### src/rtl/stream_job_sequencer.sv
// stream_job_sequencer: copies a job of cache lines by issuing credit-limited reads
// and data-driven writes, then waits for every write completion before pulsing done.
module stream_job_sequencer #(
    parameter int CL_ADDR_W  = 42,
    parameter int LEN_W      = 32,
    parameter int RD_CREDITS = 32
) (
    input  logic                 clk,
    input  logic                 reset,
    input  logic                 start,
    input  logic [LEN_W-1:0]     len_lines,
    input  logic [CL_ADDR_W-1:0] src_cl_addr,
    input  logic [CL_ADDR_W-1:0] dst_cl_addr,
    input  logic                 rd_almfull,
    output logic                 rd_req_valid,
    output logic [CL_ADDR_W-1:0] rd_req_addr,
    input  logic                 rd_rsp_valid,
    input  logic                 rd_credit_ret,
    input  logic                 wr_data_avail,
    input  logic                 wr_almfull,
    output logic                 wr_req_valid,
    output logic [CL_ADDR_W-1:0] wr_req_addr,
    input  logic                 wr_ack_valid,
    output logic                 busy,
    output logic                 done,
    output logic                 err
);
    localparam int CR_W = $clog2(RD_CREDITS + 1);

    typedef enum logic [1:0] {IDLE, RUN, DRAIN, DONE} state_t;

    state_t               r_state, w_state_nx;
    logic [LEN_W-1:0]     r_len, r_rd_issued, r_rd_rcvd, r_wr_issued, r_wr_acked;
    logic [CL_ADDR_W-1:0] r_src, r_dst, r_rd_addr, r_wr_addr;
    logic [CR_W-1:0]      r_credits;
    logic                 r_rd_valid, r_wr_valid, r_err;
    logic                 w_launch, w_rd_go, w_wr_go, w_rsp_bad, w_ack_bad, w_ret_bad;

    assign w_launch  = r_state == IDLE && start;
    assign w_rd_go   = r_state == RUN && r_rd_issued < r_len && r_credits != '0 && !rd_almfull;
    assign w_wr_go   = r_state == RUN && wr_data_avail && r_wr_issued < r_len && !wr_almfull;
    // Protocol violations: more responses/acks than requests, or credits beyond capacity.
    assign w_rsp_bad = rd_rsp_valid && r_rd_rcvd == r_rd_issued;
    assign w_ack_bad = wr_ack_valid && r_wr_acked == r_wr_issued;
    assign w_ret_bad = rd_credit_ret && r_credits == CR_W'(RD_CREDITS);

    always_comb begin
        w_state_nx = r_state;
        case (r_state)
            IDLE:    if (start) w_state_nx = (len_lines == '0) ? DONE : RUN;
            RUN:     if (w_wr_go && r_wr_issued + LEN_W'(1) == r_len) w_state_nx = DRAIN;
            DRAIN:   if (wr_ack_valid && r_wr_acked + LEN_W'(1) == r_len) w_state_nx = DONE;
            default: w_state_nx = IDLE;
        endcase
    end

    always_ff @(posedge clk or negedge reset) begin
        if (!reset) begin
            r_state     <= IDLE;
            r_len       <= '0;
            r_src       <= '0;
            r_dst       <= '0;
            r_rd_issued <= '0;
            r_rd_rcvd   <= '0;
            r_wr_issued <= '0;
            r_wr_acked  <= '0;
            r_credits   <= CR_W'(RD_CREDITS);
            r_rd_valid  <= 1'b0;
            r_wr_valid  <= 1'b0;
            r_rd_addr   <= '0;
            r_wr_addr   <= '0;
            r_err       <= 1'b0;
        end else begin
            r_state    <= w_state_nx;
            r_rd_valid <= w_rd_go;
            r_wr_valid <= w_wr_go;
            if (w_rd_go) r_rd_addr <= r_src + CL_ADDR_W'(r_rd_issued);
            if (w_wr_go) r_wr_addr <= r_dst + CL_ADDR_W'(r_wr_issued);
            r_credits <= r_credits - CR_W'(w_rd_go) + CR_W'(rd_credit_ret && !w_ret_bad);
            if (w_launch) begin
                r_len       <= len_lines;
                r_src       <= src_cl_addr;
                r_dst       <= dst_cl_addr;
                r_rd_issued <= '0;
                r_rd_rcvd   <= '0;
                r_wr_issued <= '0;
                r_wr_acked  <= '0;
                r_err       <= 1'b0;
            end else begin
                r_rd_issued <= r_rd_issued + LEN_W'(w_rd_go);
                r_wr_issued <= r_wr_issued + LEN_W'(w_wr_go);
                r_rd_rcvd   <= r_rd_rcvd + LEN_W'(rd_rsp_valid && !w_rsp_bad);
                r_wr_acked  <= r_wr_acked + LEN_W'(wr_ack_valid && !w_ack_bad);
                if (w_rsp_bad || w_ack_bad || w_ret_bad) r_err <= 1'b1;
            end
        end
    end

    assign rd_req_valid = r_rd_valid;
    assign rd_req_addr  = r_rd_addr;
    assign wr_req_valid = r_wr_valid;
    assign wr_req_addr  = r_wr_addr;
    assign busy         = r_state != IDLE;
    assign done         = r_state == DONE;
    assign err          = r_err;
endmodule
### config.mk
export PLATFORM = sky130hd
export DESIGN_NAME = stream_job_sequencer
export DESIGN_NICKNAME = d
export VERILOG_FILES = /design/src/rtl/stream_job_sequencer.sv
export SDC_FILE = /design/constraint.sdc
export NUM_CORES = 1
export LEC_CHECK = 0
export ABC_AREA = 1
export BUFFER_PORTS_ARGS = -buffer_cell sky130_fd_sc_hd__buf_2
export CORE_MARGIN = 2
export CORE_UTILIZATION = 40
export CTS_CLUSTER_DIAMETER = 150
export DETAILED_ROUTE_END_ITERATION = 10
export MAX_ROUTING_LAYER = met4
export SLEW_MARGIN = 20
export SYNTH_ARGS = -nofsm -noshare
export SYNTH_HDL_FRONTEND = slang
export SYNTH_SLANG_ARGS = --single-unit
### constraint.sdc
create_clock -name clk -period 9.3 [get_ports clk]
set_input_delay 0.465 -clock clk [delete_from_list [all_inputs] [get_ports clk]]
set_output_delay 0.465 -clock clk [all_outputs]
set_load 0.05 [all_outputs]
Word-level counts from Yosys, hierarchy flattened
Index checks and enable logic that the tools add are counted.
{ "classes": {"order_cmp": 2, "n_addsub": 10, "eq_ne": 11, "muxes": 11, "n_reduce_logical": 28} }
{ "ops": {"columns": ["op", "n"], "rows": [
  ["$add 32x1->32", 4],
  ["$eq 32x32->1", 4],
  ["$mux 32", 4],
  ["$add 42x32->42", 2],
  ["$add 32x1->32 const B", 2],
  ["$lt 32x32->1", 2],
  ["$logic_not 32->1", 1],
  ["$logic_and 1x1->1", 15],
  ["$mux 2", 4],
  ["$add 6x1->6", 1],
  ["$eq 6x6->1 const B", 1],
  ["$pmux 2 s3", 1],
  ["$reduce_bool 6->1", 1],
  ["$sub 6x1->6", 1],
  ["$logic_not 1->1", 5],
  ["$eq 2x2->1 const B", 2],
  ["$ne 2x2->1 const B", 2],
  ["$reduce_bool 2->1", 2],
  ["$reduce_and 3->1", 1],
  ["$eq 2x1->1 const B", 1],
  ["$logic_not 2->1", 1],
  ["$logic_or 1x1->1", 2],
  ["$mux 1", 2],
  ["$ne 2x1->1 const B", 1]
]} }
{ "totals": {"out_inout_bits": 89, "input_bits": 125, "reg_bits": 339} }

Depth between registers and ports, before layout
Gate-level depths: netlist (run 1).
{ "logic_depth": {"depth_word": 7, "ltp_mapped": 28} }

Worst setup path before layout (run 1)
OpenSTA, ideal clock, no wires.
{ "synth_timing": {"path_type": "reg-to-reg", "startpoint": "reg r_len[21]", "endpoint": "reg r_wr_issued[28]", "arrival_ps": 3466, "path_stages_with_launch": 26, "period_less_slack_ps": 3585, "setup_slack_ps": 5715, "path_buffers": 1, "cell_sequence": "dfrtp_1 > inv_1 > ha_1 > a21oi_1 > nor2_1 > nor2_1 > nand3_1 > a21oi_1 > nand3_1 > nor2_1 > clkbuf_1 > ha_1 > ha_1 > nand2_1 > nor2_1 > inv_1 > nor2_1 > inv_1 > nor2_1 > inv_1 > nor2_2 > nand2_1 > nor3_1 > nand3_1 > nand2_1 > nor2_1"} }
{ "synth_between": {"elab_chain_len": 5} }
{ "synth_rtl": {"columns": ["element", "line_no", "source"], "rows": [
  ["start, declared", "33", "logic [LEN_W-1:0] r_len, r_rd_issued, r_rd_rcvd, r_wr_issued, r_wr_acked;"],
  ["start signal, assigned", "81", "r_len <= len_lines;"],
  ["$lt 32x32->1", "41", "assign w_wr_go = r_state == RUN && wr_data_avail && r_wr_issued < r_len && !wr_almfull;"],
  ["$logic_and 1x1->1 (2 in series)", "41", null],
  ["via w_wr_go", "37", "logic w_launch, w_rd_go, w_wr_go, w_rsp_bad, w_ack_bad, w_ret_bad;"],
  ["$add 32x1->32", "91", "r_wr_issued <= r_wr_issued + LEN_W'(w_wr_go);"],
  ["$mux 32", "80", "if (w_launch) begin"],
  ["end signal, assigned", "91", null],
  ["end, declared", "33", null]
]} }
The timed path passes the listed nets, and every way through them passes these cells.
A chain may end at the register's enable or synchronous reset.

Final worst setup path (run 1)
{ "layout_timing": {"startpoint": "reg r_rd_issued[15]", "endpoint": "reg r_credits[5]"} }
{ "layout_between": {"elab_chain_len": 6} }
{ "layout_rtl": {"columns": ["element", "line_no", "source"], "rows": [
  ["start, declared", "33", null],
  ["start signal, assigned", "90", "r_rd_issued <= r_rd_issued + LEN_W'(w_rd_go);"],
  ["$lt 32x32->1", "40", "assign w_rd_go = r_state == RUN && r_rd_issued < r_len && r_credits != '0 && !rd_almfull;"],
  ["$logic_and 1x1->1 (3 in series)", "40", null],
  ["$sub 6x1->6", "79", "r_credits <= r_credits - CR_W'(w_rd_go) + CR_W'(rd_credit_ret && !w_ret_bad);"],
  ["$add 6x1->6", "79", null],
  ["end signal, assigned", "67", "r_credits <= CR_W'(RD_CREDITS);"],
  ["end signal, assigned", "79", null],
  ["end, declared", "35", "logic [CR_W-1:0] r_credits;"]
]} }
No other way between the ends.

==> metrics, run 1 <==
kind of end point of the critical path=flip-flop; total gr overflow=0; cell at the root of the clock tree=sky130_fd_sc_hd__clkbuf_16; Slew Limit Headroom=0.311; Min Hold Slack=0.0739 ns; HPWL after detailed placement=66.2 mm; number of global-route vias before repair=21800; post-synthesis average cell area=7.11 sq um; peak fanout along the critical path=73; category of the worst setup path launch point=flip-flop; ratio of cells with drive above 1 in the final layout=0.0959; final-stage net count=3775; data arrival time at the worst-slack endpoint=5.03 ns; GRT Overall Usage=0.286; Worst Max-Slew Pin Slew=1.02 ns; clock share of power=0.238; RSZ-0062 raised after global routing=no; worst min-delay path class=input port to flip-flop; switching power of the nets=3.20 mW; R2R cell count=22; Required @ worst endpoint=9.81 ns; count of final setup violators=0; pins over their slew limit=0; number of buffers added for setup after CTS=0; total of warnings raised by yosys=0; detailed-route wire length per cell=19.6 microns; fraction of post-synthesis cell area in the top cell type by area=0.360; number of instances in the synthesized netlist=3303; maximum number of pins on one net before global-route repair=137; Critical R2R Launch=r_rd_issued[15]; antenna fix cells=0; most used standard cells in the synthesized netlist=sky130_fd_sc_hd__nand2_1 (985), sky130_fd_sc_hd__nor2_1 (356), sky130_fd_sc_hd__inv_1 (346), sky130_fd_sc_hd__dfrtp_1 (338), sky130_fd_sc_hd__o21ai_0 (217); category of the most critical setup path=flip-flop to flip-flop; TNS Setup=0 ns; row count=88; count of unresolved DRC violations after routing=0; Pwr Total=7.01 mW; cell internal pwr=3.81 mW; Achievable Freq=221 MHz; TritonCTS clock tree=built; power density cells=262 nW/um^2; Layout Skew=0.0366 ns; number of gates given a new drive strength after cts=0; source-to-sink clock delay at the later pin of the worst-skew pair=0.59 ns; Final min period=4.52 ns; Layout fillers=6025; count of routing violations after the opening detailed-route iteration=1861; multi-input logic area=13400 sq um; P_leak=13.2 nW; global placement routability congestion=1.03; Post-Route WL=84.1 mm; Boundary Pins=214; Final Hold Fails=0; CTS Buf Count=41; final period utilization=0.486; cell types occupying the most area after synthesis=sky130_fd_sc_hd__dfrtp_1 (36%), sky130_fd_sc_hd__nand2_1 (16%), sky130_fd_sc_hd__ha_1 (7.9%); register bit count reported by yosys=339; Max rail drop VDD=0.175 mV; detail-routed via count per cell=5.29; DIE HEIGHT=246 microns; worst-case hold path end point=r_src[18]; clock-pin slew on the worst setup and hold paths=0.06 ns; final design instance area without fill=26700 sq um; IO buf count=213; number of flops mapped to enable cells by yosys=0; post-synthesis instance area=23500 sq um; CORE AREA=57900 sq um; cell taking the most area after synthesis=sky130_fd_sc_hd__dfrtp_1; antenna violations before repair=0; fraction of the core area covered by cells at the end of the flow=0.462; count of cell types in the netlist=49; maxcap violations=0; depth of the CTS H-tree=2; vias=22700; cell area reported after detailed placement=25300 sq um; Synth Flop Type=sky130_fd_sc_hd__dfrtp_1; Hold Crit Depth=3; Area growth, synth to finish=13.8%; deepest clock path buffer count=3; fraction of synthesis flops using an asynchronous set or reset pin=1.00; flop-to-flop setup slack=4.78 ns; CTS sink cnt=339; die outline area=60700 sq um; run status=complete, no violations; combinational group share of total power=0.432; Placed Cells incl. Taps=4220; Sequential Power Share=0.330; residual antenna-violating net count after detailed routing=0; first-pass GRT wire length=129 mm; number of non-filler instances in the completed layout=4291; total area of sequential cells=8480 sq um; Final Worst Setup Slack=4.78 ns; most frequent cell after synthesis=sky130_fd_sc_hd__nand2_1; initial cell density of the core=0.406; die extent in x=246 microns; sequential-to-total area share from yosys stat=0.361; Net Count, Synth=3579; pre-CTS WS=4.76 ns; Critical R2R Capture=r_credits[5]; beginning of the worst hold path=src_cl_addr[18]; number of iterations in the first detailed-routing pass=5; switching portion of total power=0.457
## cell usage in the layout (no fill, tap or decap), types with 54 or more instances in the layout
| master | count |
|---|---|
| sky130_fd_sc_hd__inv_1 | 345 |
| sky130_fd_sc_hd__nor2_1 | 356 |
| sky130_fd_sc_hd__a21oi_1 | 190 |
| sky130_fd_sc_hd__buf_2 | 212 |
| sky130_fd_sc_hd__dfrtp_1 | 338 |
| sky130_fd_sc_hd__nand3_1 | 141 |
| sky130_fd_sc_hd__xnor2_1 | 86 |
| sky130_fd_sc_hd__nand2_1 | 984 |
| sky130_fd_sc_hd__o21ai_0 | 217 |
| sky130_fd_sc_hd__nand4_1 | 54 |
| sky130_fd_sc_hd__ha_1 | 148 |
| sky130_fd_sc_hd__xor2_1 | 97 |
| sky130_fd_sc_hd__nor3_1 | 67 |
## kinds of logic after synthesis
group	share of synthesized area
AOI/OAI and AO/OA	0.117
and+or+nand+nor	0.302
DFF	0.361
adders and majority gates	0.0814
buffers and inverters	0.0690
xor gates and xnor gates	0.0692
## layer usage
metal / global-route usage / part of all wire
met5: - / 0
met4: 0.127 / 0.049
met3: 0.0391 / 0.059
met2: 0.460 / 0.46
met1: 0.359 / 0.43
## worst max path at each step
stage	startpoint	to	slack, ns	cells past startpoint
detailed placement	r_rd_issued[15]	r_credits[5]	4.76	22
global placement	r_rd_issued[15]	r_credits[5]	4.89	22
finish	r_rd_issued[15]	r_credits[5]	4.78	22
CTS	r_rd_issued[15]	r_credits[5]	4.72	22
floorplan	r_len[21]	r_wr_issued[28]	5.72	25
global route	r_len[6]	r_credits[5]	4.33	23
## worst max-delay path, cell delays in order, from the launching register on
cell and delay [ns]:
sky130_fd_sc_hd__dfrtp_1 0.48, sky130_fd_sc_hd__ha_1 0.34, sky130_fd_sc_hd__nand2_1 0.07, sky130_fd_sc_hd__inv_1 0.05
sky130_fd_sc_hd__nand3_1 0.08, sky130_fd_sc_hd__nor3_1 0.14, sky130_fd_sc_hd__nand2_1 0.07, sky130_fd_sc_hd__nand2_1 0.08
sky130_fd_sc_hd__nand2_1 0.06, sky130_fd_sc_hd__nand2_1 0.05, sky130_fd_sc_hd__nand2_1 0.08, sky130_fd_sc_hd__nand2_2 0.07
sky130_fd_sc_hd__buf_4 0.53, sky130_fd_sc_hd__clkinv_1 0.79, sky130_fd_sc_hd__nand2_1 0.34, sky130_fd_sc_hd__nand2_1 0.09
sky130_fd_sc_hd__ha_1 0.18, sky130_fd_sc_hd__inv_1 0.10, sky130_fd_sc_hd__nor2_1 0.05, sky130_fd_sc_hd__a211oi_1 0.30
sky130_fd_sc_hd__o21ai_0 0.13, sky130_fd_sc_hd__a21oi_1 0.17, sky130_fd_sc_hd__xor2_1 0.16
## power groups by stage
| stage | Combinational (mW) | Sequential (mW) | Clock, mW |
|---|---|---|---|
| detailed placement | 3.04 | 2.33 | 0 |
| floorplan | 1.63 | 2.75 | 0 |
| finish | 3.03 | 2.32 | 1.67 |
| global route | 3.38 | 2.36 | 1.75 |
| global placement | 3.02 | 2.33 | 0 |
| CTS | 3.05 | 2.31 | 1.70 |
## state kept, by name (all words and copies together), names as in the netlist
register / count
r_wr_issued: 32
r_wr_acked: 32
r_len: 32
r_state: 2
r_rd_rcvd: 32
wr_req_addr: 42
r_src: 42
r_credits: 6
err: 1
rd_req_valid: 1
wr_req_valid: 1
r_dst: 42
rd_req_addr: 42
r_rd_issued: 32
## timing repair
action                                  CTS  global route
endpoints found under the hold margin    87             0
hold buffers                              1             0
endpoints found under the setup margin    0             0
## layout make-up
class	count	area share
clock buffer	58	0.0457
timing repair buffer	228	0.0450
inverter	350	0.0493
clock inverter	12	0.00576
sequential	339	0.317
multi-input combinational	2539	0.501
tap	765	0.0358
Power figures use the tool's default switching activity.
==> run 2: changes to the inputs <==
==> constraint.sdc (replaced) <==
create_clock -name clk -period 3.8 [get_ports clk]
set_input_delay 0.19 -clock clk [delete_from_list [all_inputs] [get_ports clk]]
set_output_delay 0.19 -clock clk [all_outputs]
set_load 0.05 [all_outputs]
==> run 2 against run 1 <==
Compared with the run above:
- non-clock buffer count grew 221
- clock skew shrank 0.0062 ns
- utilization grew 3.7 points
- clock power grew to 2.6 times the previous value
- die area is the same
- register-to-register slack lost 4.6 ns
- setup slack lost 4.6 ns
- cell area grew 8.1%
- power grew to 2.5 times the previous value
==> metrics, run 2 (synthesis results as in run 1) <==
run status=complete, no violations; DIE HEIGHT=246 microns (unchanged); Layout Skew=0.0305 ns (-0.00620 ns); Achievable Freq=278 MHz (+25%); global placement routability congestion=1.05 (+1.8%); total gr overflow=0 (unchanged); kind of end point of the critical path=flip-flop; CTS sink cnt=339 (unchanged); cell internal pwr=9.72 mW (+160%); Final Worst Setup Slack=0.198 ns (-4.58 ns); Layout fillers=5858 (-2.8%); number of non-filler instances in the completed layout=4520 (+5.3%); detail-routed via count per cell=5.27 (-0.33%); P_leak=14.3 nW (+8.7%); die outline area=60700 sq um (unchanged); GRT Overall Usage=0.309 (+0.0227); number of global-route vias before repair=23000 (+5.2%); Area growth, synth to finish=23.0%; pins over their slew limit=0 (unchanged); Critical R2R Launch=r_wr_issued[28]; CTS Buf Count=42 (+2.4%); beginning of the worst hold path=start; cell at the root of the clock tree=sky130_fd_sc_hd__clkbuf_16; final period utilization=0.948 (+0.462); Placed Cells incl. Taps=4318 (+2.3%); switching power of the nets=7.93 mW (+150%); combinational group share of total power=0.443 (+0.011); switching portion of total power=0.449 (-0.00774); pre-CTS WS=-0.130 ns (-4.89 ns); Final min period=3.60 ns (-0.917 ns); Post-Route WL=91.7 mm (+9.1%); CORE AREA=57900 sq um (unchanged); maxcap violations=0 (unchanged); most frequent cells in the layout=sky130_fd_sc_hd__nand2_1 (983), sky130_fd_sc_hd__nor2_1 (346), sky130_fd_sc_hd__inv_1 (343); ratio of cells with drive above 1 in the final layout=0.123 (+0.0275); source-to-sink clock delay at the later pin of the worst-skew pair=0.59 ns (about the same); TritonCTS clock tree=built; count of routing violations after the opening detailed-route iteration=1980 (+6.4%); Max rail drop VDD=0.499 mV (+180%); launching element of the worst setup path=r_wr_issued[28]; die extent in x=246 microns (unchanged); Worst Max-Slew Pin Slew=1.07 ns (+0.0462 ns); detailed-route wire length per cell=20.3 microns (+3.5%); row count=88 (unchanged); RSZ-0062 raised after global routing=no; power density cells=611 nW/um^2 (+130%); Required @ worst endpoint=4.30 ns (-5.51 ns); category of the most critical setup path=flip-flop to flip-flop; peak fanout along the critical path=7 (-90%); data arrival time at the worst-slack endpoint=4.10 ns (-0.93 ns); Boundary Pins=214 (unchanged); antenna violations before repair=2 (+2); worst min-delay path class=input port to flip-flop; maximum number of pins on one net before global-route repair=107 (-22%); IO buf count=213 (unchanged); clock-pin slew on the worst setup and hold paths=0.06 ns (about the same); final-stage net count=3997 (+5.9%); depth of the CTS H-tree=2 (unchanged); commonest non-fill, non-tap cell in the layout=sky130_fd_sc_hd__nand2_1; Slew Limit Headroom=0.279 (-0.0320); clock share of power=0.243 (+0.005); vias=23800 (+5.0%); number of iterations in the first detailed-routing pass=6 (+1); category of the worst setup path launch point=flip-flop; Sequential Power Share=0.314 (-0.016); fraction of the core area covered by cells at the end of the flow=0.499 (+0.0375); residual antenna-violating net count after detailed routing=0 (unchanged); Pwr Total=17.7 mW (+150%); HPWL after detailed placement=71.4 mm (+7.9%); Final Hold Fails=0 (unchanged); deepest clock path buffer count=3 (unchanged); first-pass GRT wire length=138 mm (+7.1%); count of final setup violators=0 (unchanged); count of unresolved DRC violations after routing=0 (unchanged); initial cell density of the core=0.406 (unchanged)
-- run 2: area by class of cell --
cell class / count / area [sq um] / share of cell area
repair buffers: 449 / 3200 / 0.111
flip-flops and latches: 339 / 8480 / 0.294
clock buffers: 63 / 1230 / 0.0426
well taps: 765 / 957 / 0.0331
multi-input cells: 2539 / 13500 / 0.467
diodes: 2 / 5.00 / 0.000173
clock inverters: 13 / 216 / 0.00749
inverters: 350 / 1320 / 0.0456
-- run 2: path summary, 6_finish.rpt --
kind / endpoint / slack (ns) / depth (start not counted)
worst max register to register: r_wr_acked[31] / 0.20 / 21
worst min register to register: wr_req_addr[7] / 0.48 / 2
worst max-delay path: r_wr_acked[31] / 0.20 / 21
max in group asynchronous: wr_req_addr[12] / 2.60 / 3
worst min-delay path: r_state[0] / 0.06 / 4
min in group asynchronous: r_wr_acked[16] / 0.18 / 2
-- run 2: power groups by stage --
| stage | Clock (mW) | Combinational [mW] | Sequential [mW] |
|---|---|---|---|
| after global routing | 4.51 | 8.64 | 5.67 |
| after detailed placement | 0 | 7.62 | 5.59 |
| after global placement | 0 | 7.60 | 5.56 |
| final | 4.29 | 7.81 | 5.55 |
| after CTS | 4.36 | 7.76 | 5.55 |
| after floorplan | 0 | 3.99 | 6.74 |
-- run 2: per-layer routing --
metal / routed length, microns / track usage / share of wire
met4: 3630 / 0.114 / 0.040
met3: 5740 / 0.0486 / 0.063
met5: 0 / - / 0
met2: 43100 / 0.499 / 0.47
met1: 39300 / 0.390 / 0.43
-- run 2: what timing repair did --
item	4_1_cts	5_1_grt
hold endpoints to repair	193	0
setup endpoints to repair	1	25
hold buffers	117	0
buffers inserted	0	7
gates cloned	0	0
pin swaps	0	4
resized for setup	1	25
-- run 2: stage by stage --
step	instance area (sq um)	hold WS [ns]	TNS, ns
finish	28900	0.0629	0
CTS	28800	0.0403	0
global placement	26100	0.233	-0.0913
floorplan	23500	-0.106	0
detailed placement	26100	0.235	-0.130
global route	28900	0.0687	0
-- run 2: critical path, stage by stage (launching register included) --
cell	delay (ns)
sky130_fd_sc_hd__dfrtp_1	0.46
sky130_fd_sc_hd__buf_4	0.22
sky130_fd_sc_hd__xnor2_2	0.33
sky130_fd_sc_hd__o211ai_1	0.33
sky130_fd_sc_hd__nor4_1	0.42
sky130_fd_sc_hd__nand3_1	0.11
sky130_fd_sc_hd__nor2_1	0.16
sky130_fd_sc_hd__nor2_1	0.06
sky130_fd_sc_hd__ha_1	0.24
sky130_fd_sc_hd__inv_1	0.07
sky130_fd_sc_hd__nor2_1	0.06
sky130_fd_sc_hd__inv_1	0.10
sky130_fd_sc_hd__nor2_1	0.08
sky130_fd_sc_hd__inv_1	0.09
sky130_fd_sc_hd__nor2_1	0.04
sky130_fd_sc_hd__inv_1	0.11
sky130_fd_sc_hd__nor2_1	0.07
sky130_fd_sc_hd__nand3_1	0.15
sky130_fd_sc_hd__nor2_2	0.08
sky130_fd_sc_hd__nand3_1	0.10
sky130_fd_sc_hd__o21ai_0	0.08
sky130_fd_sc_hd__a21oi_1	0.16
